$ cat config.mk
export PLATFORM = sky130hd
export DESIGN_NAME = aes_inv_round_ctrl_flat
export DESIGN_NICKNAME = d
export VERILOG_FILES = /design/src/rtl/aes_inv_round_ctrl_if.sv /design/src/rtl/aes_inv_round_ctrl.sv /design/src/flat_wrapper.sv
export SDC_FILE = /design/constraint.sdc
export NUM_CORES = 1
export LEC_CHECK = 0
export ABC_AREA = 0
export BUFFER_PORTS_ARGS = -buffer_cell sky130_fd_sc_hd__buf_4
export CAP_MARGIN = 20
export CORE_ASPECT_RATIO = 0.8
export CORE_MARGIN = 8
export CORE_UTILIZATION = 55
export CTS_BUF_LIST = sky130_fd_sc_hd__clkbuf_4
export CTS_CLUSTER_DIAMETER = 60
export CTS_CLUSTER_SIZE = 25
export DETAILED_ROUTE_END_ITERATION = 8
export PLACE_DENSITY = 0.79
export SLEW_MARGIN = 20
export SYNTH_ARGS = -nofsm -noshare
export SYNTH_HDL_FRONTEND = slang
export SYNTH_SLANG_ARGS = --single-unit
$ cat constraint.sdc
create_clock -name clk -period 1.9 [get_ports clk]
set_input_delay 0.095 -clock clk [delete_from_list [all_inputs] [get_ports clk]]
set_output_delay 0.095 -clock clk [all_outputs]
set_load 0.05 [all_outputs]
$ cat src/rtl/aes_inv_round_ctrl_if.sv
// Control bundle between the AES inverse-cipher sequencer and the decrypt top / datapath.
// The sequencer uses the master modport; the top level and state register use the slave view.
interface aes_inv_round_ctrl_if;
    logic       start;
    logic       msg_load;
    logic [2:0] op;
    logic [1:0] column;
    logic [3:0] round;
    logic       state_load;
    logic       mix_all;
    logic       busy;
    logic       done;

    modport master (
        input  start,
        output msg_load, op, column, round, state_load, mix_all, busy, done
    );

    modport slave (
        output start,
        input  msg_load, op, column, round, state_load, mix_all, busy, done
    );
endinterface

$ cat src/rtl/aes_inv_round_ctrl.sv
// Moore sequencer stepping a shared AES-128 inverse-round datapath through the full inverse cipher.
// Define INV_MIX_PARALLEL_EN to collapse InvMixColumns into one all-column cycle (drives mix_all).
module aes_inv_round_ctrl #(
    parameter int NUM_ROUNDS       = 10,
    parameter int SUB_BYTES_CYCLES = 1
) (
    input  logic                 clk,
    input  logic                 reset,
    aes_inv_round_ctrl_if.master bus
);
    typedef enum logic [3:0] {
        IDLE, LOAD, ARK0, ISR, ISB, ARK, IMC, F_ISR, F_ISB, F_ARK, DONE
    } state_t;

    typedef enum logic [2:0] {
        OP_NOP = 3'd0,
        OP_ARK = 3'd1,
        OP_ISR = 3'd2,
        OP_ISB = 3'd3,
        OP_IMC = 3'd4
    } op_t;

    localparam logic [3:0] ROUND_INIT = 4'(NUM_ROUNDS);
    localparam logic [1:0] SUB_LAST   = 2'(SUB_BYTES_CYCLES - 1);

    state_t     state, state_next;
    logic [3:0] round_cnt, round_next;
    logic [1:0] sub_cnt, sub_next;
    logic [3:0] round_dec;
    logic       round_last;

    // Saturating decrement; the final round always runs with index 0.
    assign round_dec  = (round_cnt == 4'd0) ? 4'd0 : round_cnt - 4'd1;
    assign round_last = (round_cnt <= 4'd1);

    // NOTE: registers use non-blocking assignments so every flop samples pre-edge values.
    always_ff @(posedge clk) begin
        if (reset) begin
            state     <= IDLE;
            round_cnt <= '0;
            sub_cnt   <= '0;
        end else begin
            state     <= state_next;
            round_cnt <= round_next;
            sub_cnt   <= sub_next;
        end
    end

    // NOTE: every combinational output gets a default first, so no branch can infer a latch.
    always_comb begin
        state_next = state;
        round_next = round_cnt;
        sub_next   = sub_cnt;
        unique case (state)
            IDLE: begin
                if (bus.start) begin
                    state_next = LOAD;
                    round_next = ROUND_INIT;
                end
            end
            LOAD: state_next = ARK0;
            ARK0: begin
                round_next = round_dec;
                state_next = round_last ? F_ISR : ISR;
            end
            ISR: begin
                state_next = ISB;
                sub_next   = '0;
            end
            ISB: begin
                if (sub_cnt == SUB_LAST) begin
                    state_next = ARK;
                    sub_next   = '0;
                end else begin
                    sub_next = sub_cnt + 2'd1;
                end
            end
            ARK: begin
                state_next = IMC;
                sub_next   = '0;
            end
            IMC: begin
`ifdef INV_MIX_PARALLEL_EN
                round_next = round_dec;
                state_next = round_last ? F_ISR : ISR;
`else
                if (sub_cnt == 2'd3) begin
                    sub_next   = '0;
                    round_next = round_dec;
                    state_next = round_last ? F_ISR : ISR;
                end else begin
                    sub_next = sub_cnt + 2'd1;
                end
`endif
            end
            F_ISR: begin
                state_next = F_ISB;
                sub_next   = '0;
            end
            F_ISB: begin
                if (sub_cnt == SUB_LAST) begin
                    state_next = F_ARK;
                    sub_next   = '0;
                end else begin
                    sub_next = sub_cnt + 2'd1;
                end
            end
            F_ARK: state_next = DONE;
            DONE: begin
                if (!bus.start) state_next = IDLE;
            end
            default: state_next = IDLE;
        endcase
    end

    always_comb begin
        bus.msg_load   = 1'b0;
        bus.op         = OP_NOP;
        bus.column     = 2'd0;
        bus.round      = (state == IDLE) ? 4'd0 : round_cnt;
        bus.state_load = 1'b0;
        bus.mix_all    = 1'b0;
        bus.busy       = (state != IDLE) && (state != DONE);
        bus.done       = (state == DONE);
        unique case (state)
            LOAD: bus.msg_load = 1'b1;
            ARK0, ARK, F_ARK: begin
                bus.op         = OP_ARK;
                bus.state_load = 1'b1;
            end
            ISR, F_ISR: begin
                bus.op         = OP_ISR;
                bus.state_load = 1'b1;
            end
            ISB, F_ISB: begin
                bus.op         = OP_ISB;
                bus.state_load = (sub_cnt == SUB_LAST);
            end
            IMC: begin
                bus.op         = OP_IMC;
                bus.state_load = 1'b1;
`ifdef INV_MIX_PARALLEL_EN
                bus.mix_all    = 1'b1;
`else
                bus.column     = sub_cnt;
`endif
            end
            default: ;
        endcase
    end
endmodule

$ cat src/flat_wrapper.sv
// flat-port wrapper written by rule: the top's interface ports become plain ports
module aes_inv_round_ctrl_flat 
#(
    parameter int NUM_ROUNDS       = 10,
    parameter int SUB_BYTES_CYCLES = 1
)
  (clk, reset, bus_start, bus_msg_load, bus_op, bus_column, bus_round, bus_state_load, bus_mix_all, bus_busy, bus_done);
  aes_inv_round_ctrl_if bus_i ();
  input  logic clk;
  input  logic reset;
  input wire logic [$bits(bus_i.start)-1:0] bus_start;
  output wire logic [$bits(bus_i.msg_load)-1:0] bus_msg_load;
  output wire logic [$bits(bus_i.op)-1:0] bus_op;
  output wire logic [$bits(bus_i.column)-1:0] bus_column;
  output wire logic [$bits(bus_i.round)-1:0] bus_round;
  output wire logic [$bits(bus_i.state_load)-1:0] bus_state_load;
  output wire logic [$bits(bus_i.mix_all)-1:0] bus_mix_all;
  output wire logic [$bits(bus_i.busy)-1:0] bus_busy;
  output wire logic [$bits(bus_i.done)-1:0] bus_done;
  assign bus_i.start = bus_start;
  assign bus_msg_load = bus_i.msg_load;
  assign bus_op = bus_i.op;
  assign bus_column = bus_i.column;
  assign bus_round = bus_i.round;
  assign bus_state_load = bus_i.state_load;
  assign bus_mix_all = bus_i.mix_all;
  assign bus_busy = bus_i.busy;
  assign bus_done = bus_i.done;
  aes_inv_round_ctrl #(.NUM_ROUNDS(NUM_ROUNDS), .SUB_BYTES_CYCLES(SUB_BYTES_CYCLES)) u_core (.clk(clk), .reset(reset), .bus(bus_i));
endmodule
# [Word-level counts from Yosys, hierarchy flattened]
# Cells that the tools add are included.
[classes] addsub=2 reduce_logical=14 n_eq_ne=17 n_mux=19 order_cmp=1
[op_table] op="$pmux W4 S11" n=1
[op_table] op="$mux W4" n=9
[op_table] op="$eq A4 B3 Y1 const B" n=4
[op_table] op="$eq A4 B4 Y1 const B" n=3
[op_table] op="$pmux W3 S4" n=1
[op_table] op="$pmux W4 S3" n=1
[op_table] op="$eq A4 B2 Y1 const B" n=2
[op_table] op="$logic_not A4 Y1" n=2
[op_table] op="$mux W2" n=3
[op_table] op="$ne A2 B1 Y1 const B" n=3
[op_table] op="$pmux W2 S3" n=1
[op_table] op="$reduce_bool A3 Y1" n=2
[op_table] op="$reduce_or A3 Y1" n=2
[op_table] op="$reduce_or A6 Y1" n=1
[op_table] op="$reduce_and A5 Y1" n=1
[op_table] op="$eq A4 B1 Y1 const B" n=1
[op_table] op="$le A4 B1 Y1 const B" n=1
[op_table] op="$ne A2 B2 Y1 const B" n=2
[op_table] op="$ne A4 B4 Y1 const B" n=1
[op_table] op="$reduce_bool A4 Y1" n=1
[op_table] op="$reduce_or A2 Y1" n=2
[op_table] op="$sub A4 B1 Y4 const B" n=1
[op_table] op="$mux W3" n=1
[op_table] op="$reduce_and A3 Y1" n=1
[op_table] op="other kinds (6)" n=6
[totals] register_bits=10

# [Depth between registers and ports, before layout]
[logic_depth] depth_word=4 depth_mapped=6 ltp_nobuf=6

# [Worst setup path after synthesis]
# OpenSTA, ideal clock, no wires.
[synth_path] path_kind="reg2out" startpoint="reg u_core.state[2]" endpoint="out bus_op[0]" slack_ns=-0.138 arrival_time_ns=1.943 stages_incl_launch_ff=4 path_cell_list="dfxtp_1 > buf_4 > buf_2 > o32ai_1"
[synth_via] elab_chain_len=3 elab_cells_between_ends=12
[synth_lines] element="start: declaration" line="aes_inv_round_ctrl.sv:26" text="state_t state, state_next;"
[synth_lines] element="start signal: assignment" line="aes_inv_round_ctrl.sv:43" text="state <= state_next;"
[synth_lines] element="$eq A4 B2 Y1 (tied with other cells)" line="aes_inv_round_ctrl.sv:125" text="unique case (state)"
[synth_lines] element="$reduce_or A3 Y1 (tied with other cells)" line="aes_inv_round_ctrl.sv:125"
[synth_lines] element="$pmux W3 S4 (*)" line="aes_inv_round_ctrl.sv:125"
[synth_lines] element="end: declaration" line="flat_wrapper.sv:13" text="output wire logic [$bits(bus_i.op)-1:0] bus_op;"
# Mark *: on every way between the ends. The rest lies on a longest branch, timed or not.

# [Final worst setup path]
[layout_path] startpoint="reg u_core.state[1]" endpoint="out bus_op[1]"
# The elaborated chain is that of the path after synthesis.

==> summary.md <==
| Metric | Value |
|---|---|
| Synth-to-Final Area Change | 17.8% |
| R2R cell count | 4 |
| Die Span X | around 60 µm |
| Final antenna diode count | 0 |
| Number of synthesized flops with an enable pin | 0 |
| Share of the yosys chip area belonging to registers | 22.1% |
| Number of global-route vias before repair | 780 |
| Yosys reg bits | 10 |
| # setup viols final | 0 |
| Clk sink count | 10 |
| Worst Path Arrival | around 1.7 ns |
| Die Span Y | 52.3 µm |
| Period utilisation layout | between 90% and 100% |
| Synth top area share | between 20% and 30% |
| Site Rows | 13 |
| Register share of total power | 31.4% |
| Residual DRC | 0 |
| Worst Hold Path Cells | 2 |
| Gp weighted congestion | 0.799 |
| Clock skew | 0.00597 ns |
| Drt wl/cell | 14.3 µm |
| DR WL met3 | 135 µm |
| Hold Crit Class | input pin to register |
| Largest net degree at the start of global routing | 16 |
| Worst R2R Start | u_core.state[0] |
| CTS tree | done |
| Syn_nets | 121 |
| Critical Path RT | 1.80 ns |
| Crit Reg-Reg Endpoint | u_core.state[3] |
| Core Area | 1590 µm² |
| Post-synthesis async set-or-reset flop share | 0% |
| Power Density | 921 nW/µm² |
| Routed Antenna Nets | 0 |
| HP Start | reset |
| Maximum vdd drop | 0.677 mV |
| Layout cells sized above 1 | 28.5% |
| Clock slew at reported path FFs | 0.08 ns |
| Pins over their slew limit | 0 |
| Sw Share | 48.4% |
| WL met1 | 1050 µm |
| Total design power | a little under 1 mW |
| Worst Hold End | u_core.round_cnt[3] |
| Synthesized area | 906 µm² |
| Worst reg2reg setup slack | roughly 0.29 ns |
| Final WL | 2180 µm |
| Max layer used | met3 |
| Max-Cap Viols | 0 |
| Lkg Pwr | 0.414 nW |
| Fmax | between 0.5 and 0.6 GHz |
| Area contributors post-synth | dfxtp_1 22%, nor2b_1 5.5%, nor2_1 5.0% |
| H-tree Lvls | 1 |
| Most frequent cells in the layout | 22 x buf_4, 12 x nor2_1, 9 x dfxtp_1, 8 x nor2b_1, 7 x a21oi_1 |
| Max_slew headroom | 57.0% |
| RSZ-0062 raised after global routing | false |
| Gate Count Post-Synth | about 120 |
| Crit-path max FO | 12 |
| Post-DP HPWL | 1590 µm |
| Die ar. | 3210 µm² |
| Yosys warns | 0 |
| Combinational share of power | 51.9% |
| WL met2 | around 1000 µm |
| Nets | ~140 |
| Post-CTS Hold Buffers | 0 |
| Status | finished clean |
| Clk buf depth | 2 |
| Internal power | between 500 and 600 µW |
| CTS root buf | clkbuf_4 |
| CP Capture Type | output pin |
| Synth area leader | dfxtp_1 |
| Clock share of power | 16.7% |
| Worst-margin pin slew | 0.645 ns |
| Crit Path Class | register to output pin |
| Later-pin clock latency in the skew report | 0.28 ns |
| Global route overflow | 0 |
| NetSw | 476 µW |
| Antenna violations before repair | 0 |
| Syn Area/Cell | 7.88 µm² |
| Detailed Route Iter0 Violations | 58 |
| Starting Density | 56.8% |
| First-pass GRT wire length | about 3500 µm |
| Via Count | 873 |
| Distinct cells, synth | 47 |
| Vias/cell | 5.74 |
| Pre-Repair DR Iteration Count | 4 |
| Final Hold Fails | 0 |
| # port buffers | 15 |
| Commonest non-fill, non-tap cell in the layout | buf_4 |
| Setup TNS | 0 ns |
| Cts bufs inserted | 3 |
| All-Layer GR Usage | 13.8% |
| CP startpoint kind | register |
| IO Count | 17 |
| Tmin final | between 1.5 and 2 ns |
| Primary FF master, synth | dfxtp_1 |
[power groups by stage]
stage / Combinational, mW / Sequential [mW] / Clock [mW]
finish: 0.510 / 0.308 / 0.165
global route: 0.551 / 0.312 / 0.177
CTS: 0.510 / 0.304 / 0.167
detailed placement: 0.509 / 0.309 / 0
global placement: 0.499 / 0.306 / 0
floorplan: 0.426 / 0.271 / 0
[area by class of cell]
| class | count | area, µm² |
|---|---|---|
| well taps | 22 | 27.5 |
| inverters | 2 | 7.51 |
| multi-input cells | 92 | 639 |
| fillers | 144 | 527 |
| clock buffers | 3 | 22.5 |
| flip-flops and latches | 10 | 201 |
| repair buffers | 22 | 165 |
| clock inverters | 1 | 3.75 |
[worst max-delay path by stage]
stage                       from        endpoint  depth (start not counted)
6_report         u_core.state[1]       bus_op[1]                          5
5_1_grt          u_core.state[1]       bus_op[1]                          5
4_1_cts        u_core.sub_cnt[0]  bus_state_load                          6
3_5_place_dp   u_core.sub_cnt[0]  bus_state_load                          6
3_3_place_gp   u_core.sub_cnt[0]  bus_state_load                          6
2_1_floorplan    u_core.state[3]    bus_msg_load                          4
[metrics by stage]
step                      hold slack [ns]  utilization (%)  cell area (µm²)  setup slack [ns]  std cells
after CTS                          0.0634             66.9             1070            0.0380        152
after global routing               0.0680             67.0             1070            0.0241        152
after detailed placement            0.362             65.2             1040             0.347        148
final                              0.0611             67.0             1070             0.117        152
after global placement              0.364             65.2             1040             0.395        148
after floorplan                     0.231                -              925            0.0183        115
[flip-flops by register name (all words and copies together) (netlist names)]
signal / flops
u_core.round_cnt: 4
u_core.state: 4
u_core.sub_cnt: 2
[cells in the mapped netlist (2+ instances only)]
| cell | n |
|---|---|
| nand3_1 | 2 |
| buf_2 | 2 |
| nand2b_1 | 4 |
| buf_6 | 2 |
| nor3_1 | 3 |
| dfxtp_1 | 10 |
| or2_2 | 2 |
| o21ai_0 | 4 |
| o21a_1 | 3 |
| nor2_1 | 12 |
| o21ai_1 | 5 |
| ha_1 | 3 |
| a31oi_1 | 2 |
| inv_1 | 2 |
| nor2b_1 | 8 |
| a21o_1 | 2 |
| nand3b_1 | 2 |
| nand2_1 | 5 |
| buf_4 | 5 |
| nand4bb_1 | 2 |
| a21oi_1 | 7 |
| and3_1 | 3 |
[worst max-delay path, stage by stage (launching register included)]
cell,delay (ns)
dfxtp_1,0.61
buf_4,0.23
and2b_1,0.17
nand2_1,0.08
o31ai_2,0.09
buf_4,0.23
[logic make-up (layout without fill, tap and decap cells)]
kind of cell | Yosys count | in the layout | synth area share (%)
other cells | 1 | 1 | 0.414
simple gates | 53 | 53 | 36.7
flops | 10 | 10 | 22.1
xor+xnor | 1 | 1 | 0.967
fa+ha+maj | 3 | 3 | 4.14
buf+inv | 13 | 28 | 9.39
compound gates | 34 | 34 | 26.2
[layer usage]
layer	vias up	track usage (%)
met2	22	22.2
met1	410	18.2
met3	0	4.41
li1	441	-
met4	0	1.13
met5	-	0
[timing repair]
| item | in CTS | in global routing |
|---|---|---|
| gates resized for setup | 0 | 1 |
| setup buffers | 0 | 0 |
| endpoints found under the setup margin | 0 | 1 |
No activity file was read; power rests on OpenSTA's default activity.
